--- config.mk ---
export PLATFORM = sky130hd
export DESIGN_NAME = instr_issue_unit_flat
export DESIGN_NICKNAME = d
export VERILOG_FILES = /design/src/rtl/issue_pkg.sv /design/src/rtl/instr_issue_unit_if.sv /design/src/rtl/issue_fifo.sv /design/src/rtl/instr_issue_unit.sv /design/src/flat_wrapper.sv
export SDC_FILE = /design/constraint.sdc
export NUM_CORES = 1
export LEC_CHECK = 0
export BUFFER_PORTS_ARGS = -buffer_cell sky130_fd_sc_hd__clkbuf_2
export CAP_MARGIN = 10
export CORE_UTILIZATION = 35
export DETAILED_ROUTE_END_ITERATION = 12
export PLACE_DENSITY = 0.56
export SLEW_MARGIN = 20
export SYNTH_ARGS = -nofsm -noshare
export SYNTH_HDL_FRONTEND = slang
export SYNTH_SLANG_ARGS = --single-unit
--- constraint.sdc ---
create_clock -name clk -period 3.84 [get_ports clk]
set_input_delay 0.576 -clock clk [delete_from_list [all_inputs] [get_ports clk]]
set_output_delay 0.576 -clock clk [all_outputs]
set_load 0.1 [all_outputs]
--- src/rtl/issue_pkg.sv ---
// Shared opcodes, instruction field layout and FSM state encoding for the fetch/issue front end.
package issue_pkg;

  localparam int unsigned INSTR_W = 16;

  localparam logic [3:0] OP_ADD  = 4'h1;
  localparam logic [3:0] OP_JMP  = 4'hE;
  localparam logic [3:0] OP_HALT = 4'hF;

  localparam int unsigned OP_MSB  = 15;
  localparam int unsigned OP_LSB  = 12;
  localparam int unsigned RD_MSB  = 11;
  localparam int unsigned RD_LSB  = 8;
  localparam int unsigned RS1_MSB = 7;
  localparam int unsigned RS1_LSB = 4;
  localparam int unsigned RS2_MSB = 3;
  localparam int unsigned RS2_LSB = 0;

  typedef enum logic [1:0] {
    IDLE   = 2'd0,
    RUN    = 2'd1,
    DRAIN  = 2'd2,
    HALTED = 2'd3
  } state_e;

  typedef struct packed {
    logic [3:0] op;
    logic [3:0] rd;
    logic [3:0] rs1;
    logic [3:0] rs2;
  } instr_t;

endpackage

--- src/rtl/instr_issue_unit_if.sv ---
// Instruction-memory req/ack port and decoder valid/ready issue port of the issue unit.
interface instr_issue_unit_if #(
  parameter int unsigned AW = 8
);
  logic          imem_req;
  logic [AW-1:0] imem_addr;
  logic          imem_ack;
  logic [15:0]   imem_rdata;

  logic          iss_valid;
  logic          iss_ready;
  logic [3:0]    iss_opcode;
  logic [3:0]    iss_rd;
  logic [3:0]    iss_rs1;
  logic [3:0]    iss_rs2;
  logic [AW-1:0] iss_pc;

  modport master (
    output imem_req, imem_addr,
    input  imem_ack, imem_rdata,
    output iss_valid, iss_opcode, iss_rd, iss_rs1, iss_rs2, iss_pc,
    input  iss_ready
  );

  modport slave (
    input  imem_req, imem_addr,
    output imem_ack, imem_rdata,
    input  iss_valid, iss_opcode, iss_rd, iss_rs1, iss_rs2, iss_pc,
    output iss_ready
  );
endinterface

--- src/rtl/issue_fifo.sv ---
// Synchronous prefetch FIFO with push/pop/flush; DEPTH must be a power of two.
module issue_fifo #(
  parameter int unsigned DEPTH = 2,
  parameter int unsigned WIDTH = 24
) (
  input  logic                         clk,
  input  logic                         rst_n,
  input  logic                         push,
  input  logic                         pop,
  input  logic                         flush,
  input  logic [WIDTH-1:0]             wdata,
  output logic [WIDTH-1:0]             rdata,
  output logic                         full,
  output logic                         empty,
  output logic [$clog2(DEPTH+1)-1:0]   count
);
  localparam int unsigned PW = (DEPTH > 1) ? $clog2(DEPTH) : 1;
  localparam int unsigned CW = $clog2(DEPTH + 1);

  logic [WIDTH-1:0] mem_q [DEPTH];
  logic [PW-1:0]    wr_ptr_q;
  logic [PW-1:0]    rd_ptr_q;
  logic [CW-1:0]    count_q;
  logic             do_push;
  logic             do_pop;

  // A push into a full FIFO is accepted only when the head leaves in the same cycle.
  assign do_push = push && (!full || pop);
  assign do_pop  = pop && !empty;

  always_ff @(posedge clk or negedge rst_n) begin
    if (!rst_n) begin
      wr_ptr_q <= '0;
      rd_ptr_q <= '0;
      count_q  <= '0;
      for (int i = 0; i < int'(DEPTH); i++) mem_q[i] <= '0;
    end else if (flush) begin
      wr_ptr_q <= '0;
      rd_ptr_q <= '0;
      count_q  <= '0;
    end else begin
      if (do_push) begin
        mem_q[wr_ptr_q] <= wdata;
        wr_ptr_q        <= wr_ptr_q + PW'(1);
      end
      if (do_pop) rd_ptr_q <= rd_ptr_q + PW'(1);
      count_q <= count_q + CW'(do_push) - CW'(do_pop);
    end
  end

  assign rdata = mem_q[rd_ptr_q];
  assign full  = (count_q == CW'(DEPTH));
  assign empty = (count_q == '0);
  assign count = count_q;
endmodule

--- src/rtl/instr_issue_unit.sv ---
// Fetch/issue front end: prefetches instruction words, issues split fields, handles JMP and HALT.
// Optional ISSUE_PERF_CNT_EN adds saturating perf_issued / perf_stall counters.
module instr_issue_unit
  import issue_pkg::*;
#(
  parameter int unsigned AW        = 8,
  parameter int unsigned BUF_DEPTH = 2,
  parameter int unsigned RESET_PC  = 0
) (
  input  logic                clk,
  input  logic                rst_n,
  input  logic                start,
  output logic                halted,
  instr_issue_unit_if.master  bus
`ifdef ISSUE_PERF_CNT_EN
  ,
  output logic [31:0]         perf_issued,
  output logic [31:0]         perf_stall
`endif
);
  localparam int unsigned CW = $clog2(BUF_DEPTH + 1);
  localparam int unsigned EW = INSTR_W + AW;

  localparam logic [1:0] S_IDLE   = IDLE;
  localparam logic [1:0] S_RUN    = RUN;
  localparam logic [1:0] S_DRAIN  = DRAIN;
  localparam logic [1:0] S_HALTED = HALTED;

  localparam logic [AW-1:0] PC0 = AW'(RESET_PC);

  logic [1:0]    state_q, state_n;
  logic [AW-1:0] pc_q, pc_n;
  logic [AW-1:0] addr_q, addr_n;
  logic          req_q, req_n;
  logic          discard_q, discard_n;

  logic [EW-1:0] fifo_rdata;
  logic          fifo_full, fifo_empty;
  logic [CW-1:0] fifo_count;
  logic [CW-1:0] occ_n;

  instr_t        head_instr;
  logic [AW-1:0] head_pc;
  logic [AW-1:0] jmp_target;
  logic          hs, jmp_hs, halt_hs, redirect;
  logic          ack_ok, push, pop, start_ok;

  assign head_instr = instr_t'(fifo_rdata[EW-1 -: INSTR_W]);
  assign head_pc    = fifo_rdata[AW-1:0];
  assign jmp_target = AW'({head_instr.rs1, head_instr.rs2});

  assign hs       = !fifo_empty && bus.iss_ready;
  assign jmp_hs   = hs && (head_instr.op == OP_JMP);
  assign halt_hs  = hs && (head_instr.op == OP_HALT);
  assign redirect = jmp_hs || halt_hs;
  assign start_ok = start && ((state_q == S_IDLE) || (state_q == S_HALTED));

  // Acks for requests issued before a redirect are consumed but never buffered.
  assign ack_ok = req_q && bus.imem_ack;
  assign pop    = hs && !redirect;
  assign push   = ack_ok && !discard_q && !redirect && (state_q == S_RUN) && (!fifo_full || pop);
  assign occ_n  = redirect ? '0 : CW'(fifo_count + CW'(push) - CW'(pop));

  issue_fifo #(
    .DEPTH (BUF_DEPTH),
    .WIDTH (EW)
  ) u_fifo (
    .clk   (clk),
    .rst_n (rst_n),
    .push  (push),
    .pop   (pop),
    .flush (redirect),
    .wdata ({bus.imem_rdata, bus.imem_addr}),
    .rdata (fifo_rdata),
    .full  (fifo_full),
    .empty (fifo_empty),
    .count (fifo_count)
  );

  // State and fetch-control registers.
  always_ff @(posedge clk or negedge rst_n) begin
    if (!rst_n) begin
      state_q   <= S_IDLE;
      pc_q      <= PC0;
      addr_q    <= '0;
      req_q     <= 1'b0;
      discard_q <= 1'b0;
      halted    <= 1'b0;
    end else begin
      state_q   <= state_n;
      pc_q      <= pc_n;
      addr_q    <= addr_n;
      req_q     <= req_n;
      discard_q <= discard_n;
      halted    <= (state_n == S_HALTED);
    end
  end

  // Next-state, PC and request decisions.
  always_comb begin
    state_n   = state_q;
    pc_n      = pc_q;
    addr_n    = addr_q;
    req_n     = req_q;
    discard_n = discard_q;

    case (state_q)
      S_IDLE, S_HALTED: begin
        if (start) begin
          state_n = S_RUN;
          pc_n    = PC0;
        end
      end
      S_RUN: begin
        if (halt_hs)     state_n = S_DRAIN;
        else if (jmp_hs) pc_n    = jmp_target;
        else if (push)   pc_n    = pc_q + AW'(1);
      end
      S_DRAIN: begin
        if (fifo_empty && !req_q) state_n = S_HALTED;
      end
      default: state_n = S_IDLE;
    endcase

    if (ack_ok) begin
      req_n     = 1'b0;
      discard_n = 1'b0;
    end else if (redirect && req_q) begin
      discard_n = 1'b1;
    end

    // One request in flight at most, and only while a buffer slot is guaranteed for it.
    if (!req_n && (state_n == S_RUN) && (occ_n < CW'(BUF_DEPTH))) begin
      req_n  = 1'b1;
      addr_n = pc_n;
    end
  end

  assign bus.imem_req   = req_q;
  assign bus.imem_addr  = addr_q;
  assign bus.iss_valid  = !fifo_empty;
  assign bus.iss_opcode = fifo_empty ? 4'h0 : head_instr.op;
  assign bus.iss_rd     = fifo_empty ? 4'h0 : head_instr.rd;
  assign bus.iss_rs1    = fifo_empty ? 4'h0 : head_instr.rs1;
  assign bus.iss_rs2    = fifo_empty ? 4'h0 : head_instr.rs2;
  assign bus.iss_pc     = fifo_empty ? '0   : head_pc;

`ifdef ISSUE_PERF_CNT_EN
  // Saturating issue and stall counters, cleared by an accepted start.
  always_ff @(posedge clk or negedge rst_n) begin
    if (!rst_n) begin
      perf_issued <= '0;
      perf_stall  <= '0;
    end else if (start_ok) begin
      perf_issued <= '0;
      perf_stall  <= '0;
    end else begin
      if (hs && (perf_issued != '1)) perf_issued <= perf_issued + 32'd1;
      if (!fifo_empty && !bus.iss_ready && (perf_stall != '1)) perf_stall <= perf_stall + 32'd1;
    end
  end
`else
  logic unused_start_ok;
  assign unused_start_ok = start_ok;
`endif

endmodule

--- src/flat_wrapper.sv ---
// flat-port wrapper written by rule: the top's interface ports become plain ports
module instr_issue_unit_flat import issue_pkg::*;
#(
  parameter int unsigned AW        = 8,
  parameter int unsigned BUF_DEPTH = 2,
  parameter int unsigned RESET_PC  = 0
)
  (clk, rst_n, start, halted, bus_imem_req, bus_imem_addr, bus_imem_ack, bus_imem_rdata, bus_iss_valid, bus_iss_opcode, bus_iss_rd, bus_iss_rs1, bus_iss_rs2, bus_iss_pc, bus_iss_ready);
  instr_issue_unit_if #(.AW(AW)) bus_i ();
  input  logic clk;
  input  logic rst_n;
  input  logic start;
  output logic halted;
  output wire logic [$bits(bus_i.imem_req)-1:0] bus_imem_req;
  output wire logic [$bits(bus_i.imem_addr)-1:0] bus_imem_addr;
  input wire logic [$bits(bus_i.imem_ack)-1:0] bus_imem_ack;
  input wire logic [$bits(bus_i.imem_rdata)-1:0] bus_imem_rdata;
  output wire logic [$bits(bus_i.iss_valid)-1:0] bus_iss_valid;
  output wire logic [$bits(bus_i.iss_opcode)-1:0] bus_iss_opcode;
  output wire logic [$bits(bus_i.iss_rd)-1:0] bus_iss_rd;
  output wire logic [$bits(bus_i.iss_rs1)-1:0] bus_iss_rs1;
  output wire logic [$bits(bus_i.iss_rs2)-1:0] bus_iss_rs2;
  output wire logic [$bits(bus_i.iss_pc)-1:0] bus_iss_pc;
  input wire logic [$bits(bus_i.iss_ready)-1:0] bus_iss_ready;
  assign bus_imem_req = bus_i.imem_req;
  assign bus_imem_addr = bus_i.imem_addr;
  assign bus_i.imem_ack = bus_imem_ack;
  assign bus_i.imem_rdata = bus_imem_rdata;
  assign bus_iss_valid = bus_i.iss_valid;
  assign bus_iss_opcode = bus_i.iss_opcode;
  assign bus_iss_rd = bus_i.iss_rd;
  assign bus_iss_rs1 = bus_i.iss_rs1;
  assign bus_iss_rs2 = bus_i.iss_rs2;
  assign bus_iss_pc = bus_i.iss_pc;
  assign bus_i.iss_ready = bus_iss_ready;
  instr_issue_unit #(.AW(AW), .BUF_DEPTH(BUF_DEPTH), .RESET_PC(RESET_PC)) u_core (.clk(clk), .rst_n(rst_n), .start(start), .halted(halted), .bus(bus_i));
endmodule
Word level (Yosys, flattened, before mapping). Cells that the tools add are included.

Register bits: 73. Bits of input ports: 21. Output and inout port bits: 35. Word-level logic and storage cells: 94.

Add/sub/neg operators: 7. $lt $le $gt $ge: 4. Eq/ne operators: 8. Muxes and demuxes: 30. Bitwise gates (word level): 3. Reductions and logical operators: 31.

Operators by type and width (number): $mux 24 (4); $bwmux 48 (1); $mux 8 (5); $demux 24 s1 (1); $logic_and 1x1->1 (16); $mux 4 (4); $pmux 8 s2 (1); $mux 2 (5); $add 8x1->8 const B (1); $eq 2x2->1 const B (4); $eq 4x4->1 const B (2); $mux 1 (8); $logic_not 1->1 (6); $pmux 2 s3 (1); $reduce_bool 2->1 (3); $add 2x1->2 (2); $eq 2x1->1 const B (2); $ge 2x2->1 const B (2); $logic_not 2->1 (2); $not 1->2 (2); $sub 2x1->2 (2); $add 1x1->1 const B (2); $logic_or 1x1->1 (2); $lt 2x1->1 const B (1); other kinds (4) (4).

Depth between registers and ports, before layout. Gate-level depths: netlist (run 1).

Word-level depth: 17. Mapped depth: 13. Depth with buffers taken out: 11.

Cells and area by module. From an unflattened synthesis (run 1), not the netlist that was laid out.

Cells, all modules: 332. Area total of the unflattened synthesis: 3991.3 µm².

Modules (own cells, without submodules): issue_fifo (times used 1, cells an instance 153, area an instance 2403.6 µm², seq. area each 1301.2 µm²); instr_issue_unit (times used 1, cells an instance 179, area an instance 1587.8 µm², seq. area each 525.5 µm²).

Least setup slack after synthesis (run 1). Ideal clock, no wire load.

Path kind: register -> register. From: register u_core.req_q, in the netlist u_core.bus.imem_req. To: register u_core.addr_q[4], in the netlist u_core.bus.imem_addr[4]. Setup time: 126 ps. Arrival: 3284 ps. Required time: 3714 ps. Setup slack: 429 ps. Stages on the path, launching flop included: 11. Buffers on the path: 1. Period minus slack after synthesis: 3411 ps. Cells stage by stage: dfrtp_1 -> nand4b_1 -> nor2_1 -> nand2_1 -> ha_1 -> nor2b_1 -> xnor2_1 -> a21boi_2 -> and3_1 -> buf_6 -> mux2_4.

Longest elaborated chain between the ends: 10. Elaborated cells between the ends (all ways): 22. Classes of those cells: add/sub: 2; order compare: 1; eq/ne: 1; mux: 8; reduce/logical: 10.

RTL lines: start: declaration (RTL line instr_issue_unit.sv:34) `logic req_q, req_n;`; start signal: assignment (RTL line instr_issue_unit.sv:93) `req_q <= req_n;`; $logic_and 1x1->1 (RTL line instr_issue_unit.sv:59) `assign ack_ok = req_q && bus.imem_ack;`; $logic_and 1x1->1 (4 in a row) (RTL line instr_issue_unit.sv:61) `assign push = ack_ok && !discard_q && !redirect && (state_q == S_RUN) && (!fifo_full || pop);`; $add 2x1->2 (RTL line instr_issue_unit.sv:62) `assign occ_n = redirect ? '0 : CW'(fifo_count + CW'(push) - CW'(pop));`; $sub 2x1->2 (RTL line instr_issue_unit.sv:62); $mux 2 (RTL line instr_issue_unit.sv:62); $lt 2x2->1 (RTL line instr_issue_unit.sv:133) `if (!req_n && (state_n == S_RUN) && (occ_n < CW'(BUF_DEPTH))) begin`; $logic_and 1x1->1 (RTL line instr_issue_unit.sv:133); end signal: assignment (RTL line instr_issue_unit.sv:92) `addr_q <= addr_n;`; end: declaration (RTL line instr_issue_unit.sv:33) `logic [AW-1:0] addr_q, addr_n;`.

Several ways; a longest one is shown, not always the timed one. A chain may end at the register's enable or synchronous reset.

Worst setup path after layout (run 1).
From: register u_core.state_q[1]. To: register u_core.addr_q[7], in the netlist u_core.bus.imem_addr[7].

Longest elaborated chain between the ends: 8. Elaborated cells between the ends (all ways): 22. Classes of those cells: add/sub: 2; order compare: 1; eq/ne: 4; mux: 9; reduce/logical: 6.

RTL lines: start: declaration (RTL line instr_issue_unit.sv:31) `logic [1:0] state_q, state_n;`; start signal: assignment (RTL line instr_issue_unit.sv:90) `state_q <= state_n;`; $eq 2x1->1 (RTL line instr_issue_unit.sv:61, instr_issue_unit.sv:107); $logic_and 1x1->1 (2 in a row) (RTL line instr_issue_unit.sv:61); $add 2x1->2 (RTL line instr_issue_unit.sv:62); $sub 2x1->2 (RTL line instr_issue_unit.sv:62); $mux 2 (RTL line instr_issue_unit.sv:62); $lt 2x2->1 (RTL line instr_issue_unit.sv:133); $logic_and 1x1->1 (RTL line instr_issue_unit.sv:133).

Several ways; a longest one is shown, not always the timed one.

==> flow_summary.yaml, run 1 <==
sta:
  post-route-period-util_pct: 91.76
  relSlewSlack_pct: 38.49
  worst-slew-pin-transition_ns: 0.9226
  timing_hold_violations_final: 0
  max_freq_mhz: 283.8
  finalCriticalPeriod_ns: 3.524
  fin_skew_ns: 0.008691
  setup_repair_after_global_routing_missed_its_margin: "false"
  setup_violations: 0
  tns_ns: 0
  drv_slew: 0
synthesis:
  synthTopCellsByArea: "dfrtp_1, mux2_2, mux2i_1"
  netlist_instances: 343
  synth-edff-count: 0
  postSynth.asyncResetShare_pct: 100.0
  yosys_register_bits: 73
  register_area_share_after_synthesis_pct: 47.23
  post-synth-top-area-fraction_pct: 47.23
  most_instantiated_library_cell_after_synthesis: "dfrtp_1"
  yosysTopAreaCell: "dfrtp_1"
  synth.lib_cells_used.distinct: 54
  netlist_top_cells_count: "dfrtp_1, mux2_2, nor2_1"
  post_synth_instance_area_um2: 3867
  ys_warn_count: 0
  synth-main-ff-cell: "dfrtp_1"
  synthesis.area_per_instance_um2: 11.28
  net_count_of_the_mapped_netlist: 370
detailed_routing:
  viasPerCell: 5.222
  drt_iter0_drc: 173
  drt-pass1-iter-count: 4
  vias: 2820
  drc: 0
  detail-route-antenna-nets: 0
  wl_um: 8658
  wire_per_inst_um: 16.03
outcome:
  outcome: "complete, no violations"
hold_path:
  hold_path_end: "u_core.discard_q$_DFFE_PN0P_"
  min-delay-path-class: "in -> reg"
  timing.hold.worst_path_depth: 2
  holdCritStartpoint: "bus_imem_ack"
global_route:
  first_global_vias: 2791
  first_pass_grt_wire_length_um: 14390
  grt_max_degree: 74
  grt_usage_pct: 16.20
  antenna_violations_before_repair: 0
  overflow: 0
floorplan:
  die-area_um2: 11470
  die_h_um: 107.1
  coreArea_um2: 10790
  floorplan.rows: 38
  io-pin-count: 56
  die_w_um: 107.1
  floorplan.initialDensity_pct: 35.83
clocking:
  numCtsBuffers: 9
  cts_tree: "built"
  clock_latency_ns: 0.34
  clock_tree.buffer_depth: 2
  cts_post_setup_buffers_inserted: 0
  cts_hold_repair.buffers: 0
  clk_pin_slew_ns: 0.08
  cts_num_sinks: 73
  resize_count_post_cts: 0
  clock-root-buffer: "clkbuf_8"
  h-tree-depth: 3
final_layout:
  fillers: 1069
  final_net_count: 423
  antenna_cells_inserted: 0
  synthToLayoutAreaGrowth_pct: 16.47
  register_area_um2: 1828
  multi_input_comb_area_um2: 1902
  post_route_cells_drive_above_1_share_pct: 36.00
critical_path:
  worst-endpoint-required_ns: 4.07
  path_common_cell: "ha_1"
  critical_path_buf_inv_count: 1
  worstPathMaxFanout: 8
  worst-path-stages: 11
  endpoint_kind: "register"
  critical-path-slowest-cell: "nor2_1"
  critical_path.top_delay_family: "simple AND/OR/NAND/NOR gates"
  slowest_delay_ns: 0.48
  worst-endpoint-arrival_ns: 3.75
  timing.rr.end: "u_core.bus.imem_addr[7]$_DFFE_PN0P_"
  setup.reg_to_reg.worst_slack_ns: 0.32
  regToRegStartpoint: "u_core.state_q[1]$_DFF_PN0_"
  timing.reg2reg.worst_path_depth: 11
  startpoint_type_of_the_worst_setup_path: "register"
  critical_path_cell_sequence: "inv_1, ha_1, nand4b_1, nor2_1, nand2_1, ha_1, nor2b_1, xnor2_1, a21boi_2, and3_1, mux2_4"
  timing_worst_setup_path_type: "reg -> reg"
place:
  detailedPlacementHpwl_um: 5982
  gp_weighted_congestion: 0.8025
  port-buffer-count: 55
flow_run:
  maxCapViolations: 0
[layout by cell type, fill, tap and decap left out, types with 3 or more instances in the layout]
master,count
dfrtp_1,72
clkbuf_2,54
mux2_2,49
nor2_1,39
mux2i_1,27
nand2_1,18
nand3_1,11
clkbuf_8,10
inv_1,8
o21ai_0,8
nor3_1,7
buf_4,7
a31oi_1,6
ha_1,6
nand4_1,5
a21oi_1,5
o2111ai_1,4
xnor2_1,4
nor2b_1,3
a41oi_1,3
mux2_4,3
bufinv_16,3
[routing by layer]
layer  wire [um]  GRT usage [%]
met5           0              0
met4         184          5.871
met3         320          3.343
met2        4147          25.48
met1        4006          21.99
[cells by family after synthesis]
family | Yosys count | share of synthesized area [%]
AOI/OAI and AO/OA | 45 | 8.994
xor gates and xnor gates | 5 | 1.132
adders and majority gates | 6 | 1.941
buffers and inverters | 28 | 3.785
DFF | 73 | 47.23
muxes | 82 | 23.42
and+or+nand+nor | 104 | 13.49
[worst max-delay path by stage]
stage | from | slack, ns | endpoint
4_1_cts | u_core.state_q[1]$_DFF_PN0_ | 0.32 | u_core.bus.imem_addr[7]$_DFFE_PN0P_
2_1_floorplan | u_core.bus.imem_req$_DFF_PN0_ | 0.43 | u_core.bus.imem_addr[4]$_DFFE_PN0P_
6_report | u_core.state_q[1]$_DFF_PN0_ | 0.32 | u_core.bus.imem_addr[7]$_DFFE_PN0P_
5_1_grt | u_core.state_q[1]$_DFF_PN0_ | 0.05 | u_core.bus.imem_addr[7]$_DFFE_PN0P_
3_5_place_dp | u_core.state_q[1]$_DFF_PN0_ | 0.34 | u_core.bus.imem_addr[5]$_DFFE_PN0P_
3_3_place_gp | u_core.state_q[1]$_DFF_PN0_ | 0.52 | u_core.bus.imem_addr[5]$_DFFE_PN0P_
[flip-flops by register name, summed over array words and instances (netlist names)]
signal,cells
u_core.bus.imem_addr,8
u_core.bus.imem_req,1
u_core.discard_q,1
u_core.halted,1
u_core.pc_q,8
u_core.state_q,2
u_core.u_fifo.count,2
u_core.u_fifo.mem_q,48
u_core.u_fifo.rd_ptr_q,1
u_core.u_fifo.wr_ptr_q,1
[cell type report]
class | count | area share (%)
Timing Repair Buffer | 62 | 7.278
Multi-Input combinational cell | 242 | 42.22
Clock buffer | 10 | 3.056
Inverter | 8 | 0.6667
Clock inverter | 5 | 2.306
Tap cell | 140 | 3.889
Sequential cell | 73 | 40.58
[per-stage QoR]
step / hold slack, ns / cells / util, % / cell area (um^2) / setup slack, ns
final: 0.4345 / 540 / 41.73 / 4504 / 0.3164
after detailed placement: 0.4837 / 525 / 39.50 / 4263 / 0.3416
after global placement: 0.4676 / 525 / 39.50 / 4263 / 0.5233
after floorplan: 0.2804 / 343 / - / 3867 / 0.4292
after global routing: 0.4261 / 540 / 41.73 / 4504 / 0.05194
after CTS: 0.4204 / 540 / 41.73 / 4504 / 0.3228
Power of run 1 is not shown: default switching activity piles up to over one toggle a cycle in this logic, so the estimate is an artifact.
==> run 2, diff against run 1 <==
==> constraint.sdc (replaced) <==
create_clock -name clk -period 3.84 [get_ports clk]
set_input_delay 0.768 -clock clk [delete_from_list [all_inputs] [get_ports clk]]
set_output_delay 0.768 -clock clk [all_outputs]
set_load 0.1 [all_outputs]
==> run 2 against run 1 <==
First-iteration DRC count up 7.5%. Sequential share of layout area about the same. Worst setup slack better by 0.16 ns. Register-to-register slack better by 0.16 ns. Global-route usage up 1.1 points.
==> flow_summary.yaml, run 2 (synthesized netlist as in run 1, its figures left out) <==
sta:
  fin_worst_hold_slack_ns: 0.3966
  relSlewSlack_pct: 43.64
  post-route-period-util_pct: 87.62
  tns_ns: 0
  max_freq_mhz: 297.2
  setup_violations: 0
  timing_hold_violations_final: 0
  finalCriticalPeriod_ns: 3.365
  worst-slew-pin-transition_ns: 0.8437
  fin_skew_ns: 0.01336
  setup_repair_after_global_routing_missed_its_margin: "false"
  drv_slew: 0
critical_path:
  endpoint_kind: "register"
  critical_path_buf_inv_count: 1
  startpoint_type_of_the_worst_setup_path: "register"
  worstPathMaxFanout: 8
  slowest_delay_ns: 0.45
  setup.reg_to_reg.worst_slack_ns: 0.48
  regToRegStartpoint: "u_core.state_q[1]$_DFF_PN0_"
  timing_worst_setup_path_type: "reg -> reg"
  critical_path.top_delay_family: "simple AND/OR/NAND/NOR gates"
  path_common_cell: "ha_1"
  critical_path_cell_sequence: "inv_1, ha_1, nand4b_1, nor2_2, nand2_1, ha_1, nor2b_1, xnor2_1, a21boi_2, and3_1, mux2_4"
  timing.rr.end: "u_core.bus.imem_addr[7]$_DFFE_PN0P_"
  worst-endpoint-required_ns: 4.08
  critical_path.startpoint: "u_core.state_q[1]$_DFF_PN0_"
  timing.reg2reg.worst_path_depth: 11
  critical-path-slowest-cell: "and3_1"
  worst-endpoint-arrival_ns: 3.61
place:
  detailedPlacementHpwl_um: 6388
  post_dp_cell_area_um2: 4278
  port-buffer-count: 55
  gp_weighted_congestion: 0.8180
clocking:
  cts_tree: "built"
  clock_tree.buffer_depth: 2
  clock_latency_ns: 0.36
  numCtsBuffers: 9
  clock-root-buffer: "clkbuf_8"
  h-tree-depth: 3
  cts_num_sinks: 73
  cts_post_setup_buffers_inserted: 0
  cts_hold_repair.buffers: 0
  clk_pin_slew_ns: 0.09
floorplan:
  floorplan.rows: 38
  die-area_um2: 11470
  die_h_um: 107.1
  die_w_um: 107.1
  coreArea_um2: 10790
  io-pin-count: 56
  floorplan.initialDensity_pct: 35.83
global_route:
  overflow: 0
  grt_max_degree: 45
  first_global_vias: 2917
  gr-usage-met3_pct: 3.891
  gr-max-usage-layer: "met2"
  grt_usage_pct: 17.32
  first_pass_grt_wire_length_um: 15080
  grt.met2_usage_pct: 28.06
  antenna_violations_before_repair: 0
  grtUsageMet1_pct: 23.04
detailed_routing:
  wire_per_inst_um: 16.70
  vias: 2851
  detail-route-antenna-nets: 0
  drt_iter0_drc: 186
  wl_um: 9068
  drc: 0
  viasPerCell: 5.250
  drt-pass1-iter-count: 4
final_layout:
  most_frequent_standard_cell_in_the_layout_excluding_fill_and_tap_cells: "dfrtp_1"
  fillers: 1057
  multi_input_comb_area_um2: 1904
  design_area_um2: 4502
  largest_register_ffs: 48
  register_area_um2: 1828
  antenna_cells_inserted: 0
  synthToLayoutAreaGrowth_pct: 16.40
  post_route_cells_drive_above_1_share_pct: 36.72
  largest-register: "u_core.u_fifo.mem_q"
  most-common-layout-cells: "dfrtp_1, clkbuf_2, mux2_2"
  final_net_count: 425
outcome:
  outcome: "complete, no violations"
hold_path:
  min-delay-path-class: "in -> async"
flow_run:
  maxCapViolations: 0
-- run 2: layout make-up --
cell class | count | share of cell area [%]
multi-input combinational | 242 | 42.30
sequential | 73 | 40.61
timing repair buffer | 64 | 7.671
tap | 140 | 3.891
clock buffer | 9 | 2.752
clock inverter | 7 | 2.112
inverter | 8 | 0.6670
-- run 2: worst reg2reg max path: stages, from the launching register on --
cell and delay, ns:
dfrtp_1 0.43, inv_1 0.08, ha_1 0.22, nand4b_1 0.31, nor2_2 0.38, nand2_1 0.20, ha_1 0.32, nor2b_1 0.14
xnor2_1 0.09, a21boi_2 0.30, and3_1 0.45, mux2_4 0.33
-- run 2: worst max path at each step --
stage                                                     end  slack [ns]  cells past startpoint
after floorplan                             bus_iss_opcode[1]        0.34                      6
after global placement    u_core.bus.imem_addr[7]$_DFFE_PN0P_        0.35                     10
after detailed placement  u_core.bus.imem_addr[5]$_DFFE_PN0P_        0.21                     10
after CTS                 u_core.bus.imem_addr[7]$_DFFE_PN0P_        0.30                     11
after global routing      u_core.bus.imem_addr[7]$_DFFE_PN0P_        0.08                     11
final                     u_core.bus.imem_addr[7]$_DFFE_PN0P_        0.48                     11
-- run 2: repair_timing --
action	CTS	global route
setup endpoints to repair	0	3
gates resized for setup	0	1
hold endpoints to repair	0	0
-- run 2: metrics by stage --
step / instances / util (%) / setup WS, ns
CTS: 543 / 41.66 / 0.3035
finish: 543 / 41.71 / 0.4752
global placement: 527 / 39.64 / 0.3549
global route: 543 / 41.71 / 0.08124
detailed placement: 527 / 39.64 / 0.2123
floorplan: 343 / - / 0.3425
-- run 2: metal layers --
metal	routed length, um	share of wire, %
met3	300	3.3
met2	4487	49
met1	4194	46
met4	85	0.94
met5	0	0
Power of run 2 is left out for the same reason.
==> run 3, diff against run 2 <==
==> constraint.sdc (replaced) <==
create_clock -name clk -period 3.84 [get_ports clk]
set_input_delay 0.768 -clock clk [delete_from_list [all_inputs] [get_ports clk]]
set_output_delay 0.768 -clock clk [all_outputs]
set_load 0.02 [all_outputs]
==> run 3 against run 2 <==
Clock-buffer cell count up 1. Critical path depth stayed put. Non-clock buffer count unchanged. Global-route usage down 0.43 points. Clock skew fell by 0.0032 ns.
==> flow_summary.yaml, run 3 (synthesized netlist as in run 1, its figures left out) <==
outcome:
  outcome: "complete, no violations"
clocking:
  cts_num_sinks: 73
  clk_pin_slew_ns: 0.08
  cts_hold_repair.buffers: 0
  clock_tree.buffer_depth: 2
  cts_tree: "built"
  h-tree-depth: 3
  clock_latency_ns: 0.35
  numCtsBuffers: 9
  clock-root-buffer: "clkbuf_8"
  cts_post_setup_buffers_inserted: 0
  resize_count_post_cts: 0
sta:
  finalCriticalPeriod_ns: 3.529
  max_freq_mhz: 283.3
  drv_slew: 0
  relSlewSlack_pct: 41.49
  timing_hold_violations_final: 0
  post-route-period-util_pct: 91.91
  worst-slew-pin-transition_ns: 0.8758
  tns_ns: 0
  setup_violations: 0
  fin_skew_ns: 0.01017
  setup_repair_after_global_routing_missed_its_margin: "false"
place:
  port-buffer-count: 55
  post_dp_cell_area_um2: 4278
  gp_weighted_congestion: 0.8501
  detailedPlacementHpwl_um: 6347
global_route:
  first_pass_grt_wire_length_um: 14700
  grt_max_degree: 44
  antenna_violations_before_repair: 0
  first_global_vias: 2799
  grt_usage_pct: 16.89
  overflow: 0
final_layout:
  fin_util_pct: 41.90
  most_frequent_standard_cell_in_the_layout_excluding_fill_and_tap_cells: "dfrtp_1"
  final_net_count: 425
  largest-register: "u_core.u_fifo.mem_q"
  largest_register_ffs: 48
  synthToLayoutAreaGrowth_pct: 16.92
  antenna_cells_inserted: 0
  post_route_cells_drive_above_1_share_pct: 36.23
  most-common-layout-cells: "dfrtp_1, clkbuf_2, mux2_2"
  design_area_um2: 4522
pwr:
  ir_worst_vdd_uv: 252.3
  power.switching_fraction_pct: 42.35
  total_switching_power_mw: 1.753
  power.static_leakage_nw: 2.090
  internal-power_mw: 2.387
  power_frac_clock_pct: 17.7
  combinationalPowerShare_pct: 48.0
  finalPower_mw: 4.140
  power_density_nw_per_um2: 915.7
  sequentialPowerShare_pct: 34.3
critical_path:
  path_common_cell: "ha_1"
  worst-endpoint-arrival_ns: 3.77
  worst-endpoint-required_ns: 4.08
  startpoint_type_of_the_worst_setup_path: "register"
  critical_path.top_delay_family: "simple AND/OR/NAND/NOR gates"
  worstPathMaxFanout: 8
  critical_path_buf_inv_count: 1
  critical_path_cell_sequence: "inv_1, ha_1, nand4b_1, nor2_1, nand2_1, ha_1, nor2b_1, xnor2_1, a21boi_2, and3_1, mux2_4"
  timing_worst_setup_path_type: "reg -> reg"
  endpoint_kind: "register"
  slowest_delay_ns: 0.49
  critical-path-slowest-cell: "nor2_1"
floorplan:
  die-area_um2: 11470
  coreArea_um2: 10790
  floorplan.initialDensity_pct: 35.83
  die_w_um: 107.1
  io-pin-count: 56
  die_h_um: 107.1
  floorplan.rows: 38
detailed_routing:
  detail-route-antenna-nets: 0
  drt_iter0_drc: 195
  drc: 0
  wl_um: 9060
  wire_per_inst_um: 16.69
  vias: 2879
  drt-pass1-iter-count: 5
  viasPerCell: 5.302
flow_run:
  maxCapViolations: 0
hold_path:
  min-delay-path-class: "in -> async"
[run 3: changes by cell type in the layout (fill, tap and decap cells not counted), sizes merged]
cell | previous run | this run
clkinvlp | 1 | 2
inv | 8 | 9
clkbuf | 63 | 64
clkinv | 4 | 0
bufinv | 2 | 3
[run 3: per-stage QoR]
stage | setup slack, ns | hold WS [ns] | std cells
floorplan | 0.6830 | 0.4496 | 343
global placement | 0.3582 | 0.4674 | 527
detailed placement | 0.2078 | 0.4792 | 527
CTS | 0.3372 | 0.4994 | 543
global route | 0.1010 | 0.4454 | 543
finish | 0.3106 | 0.4036 | 543
[run 3: path summary, 6_finish.rpt]
path,startpoint,endpoint,slack (ns),depth (start not counted)
min,rst_n,u_core.halted$_DFF_PN0_,0.40,1
min in group clk,u_core.u_fifo.mem_q[3]$_DFFE_PN0P_,u_core.u_fifo.mem_q[3]$_DFFE_PN0P_,0.49,2
max reg2reg,u_core.state_q[1]$_DFF_PN0_,u_core.bus.imem_addr[5]$_DFFE_PN0P_,0.31,11
max in group asynchronous,rst_n,u_core.pc_q[7]$_DFF_PN0_,2.79,2
min reg2reg,u_core.u_fifo.mem_q[3]$_DFFE_PN0P_,u_core.u_fifo.mem_q[3]$_DFFE_PN0P_,0.49,2
max,u_core.state_q[1]$_DFF_PN0_,u_core.bus.imem_addr[5]$_DFFE_PN0P_,0.31,11
[run 3: power by group through the flow]
| stage | logic (mW) | clock network [mW] | registers, mW |
|---|---|---|---|
| 2_1_floorplan | 1.53 | 0 | 1.36 |
| 6_report | 1.99 | 0.733 | 1.42 |
| 3_3_place_gp | 1.97 | 0 | 1.42 |
| 5_1_grt | 2.18 | 0.782 | 1.47 |
| 3_5_place_dp | 2.00 | 0 | 1.44 |
| 4_1_cts | 2.01 | 0.746 | 1.42 |
[run 3: cell type report]
| type | instances | area [um^2] |
|---|---|---|
| fill | 1033 | 6271 |
| sequential | 73 | 1828 |
| clock buffer | 10 | 127.6 |
| multi-input combinational | 242 | 1902 |
| clock inverter | 6 | 113.9 |
| timing repair buffer | 64 | 345.3 |
| inverter | 8 | 30.03 |
| tap | 140 | 175.2 |
[run 3: per-layer routing]
metal	vias to the layer above	share of wire [%]	global-route usage, %
met5	-	0	0
met4	0	1.4	5.382
met3	11	3.9	3.404
met2	67	49	27.65
met1	1455	46	22.37
li1	1346	-	-
Power figures use the tool's default switching activity.
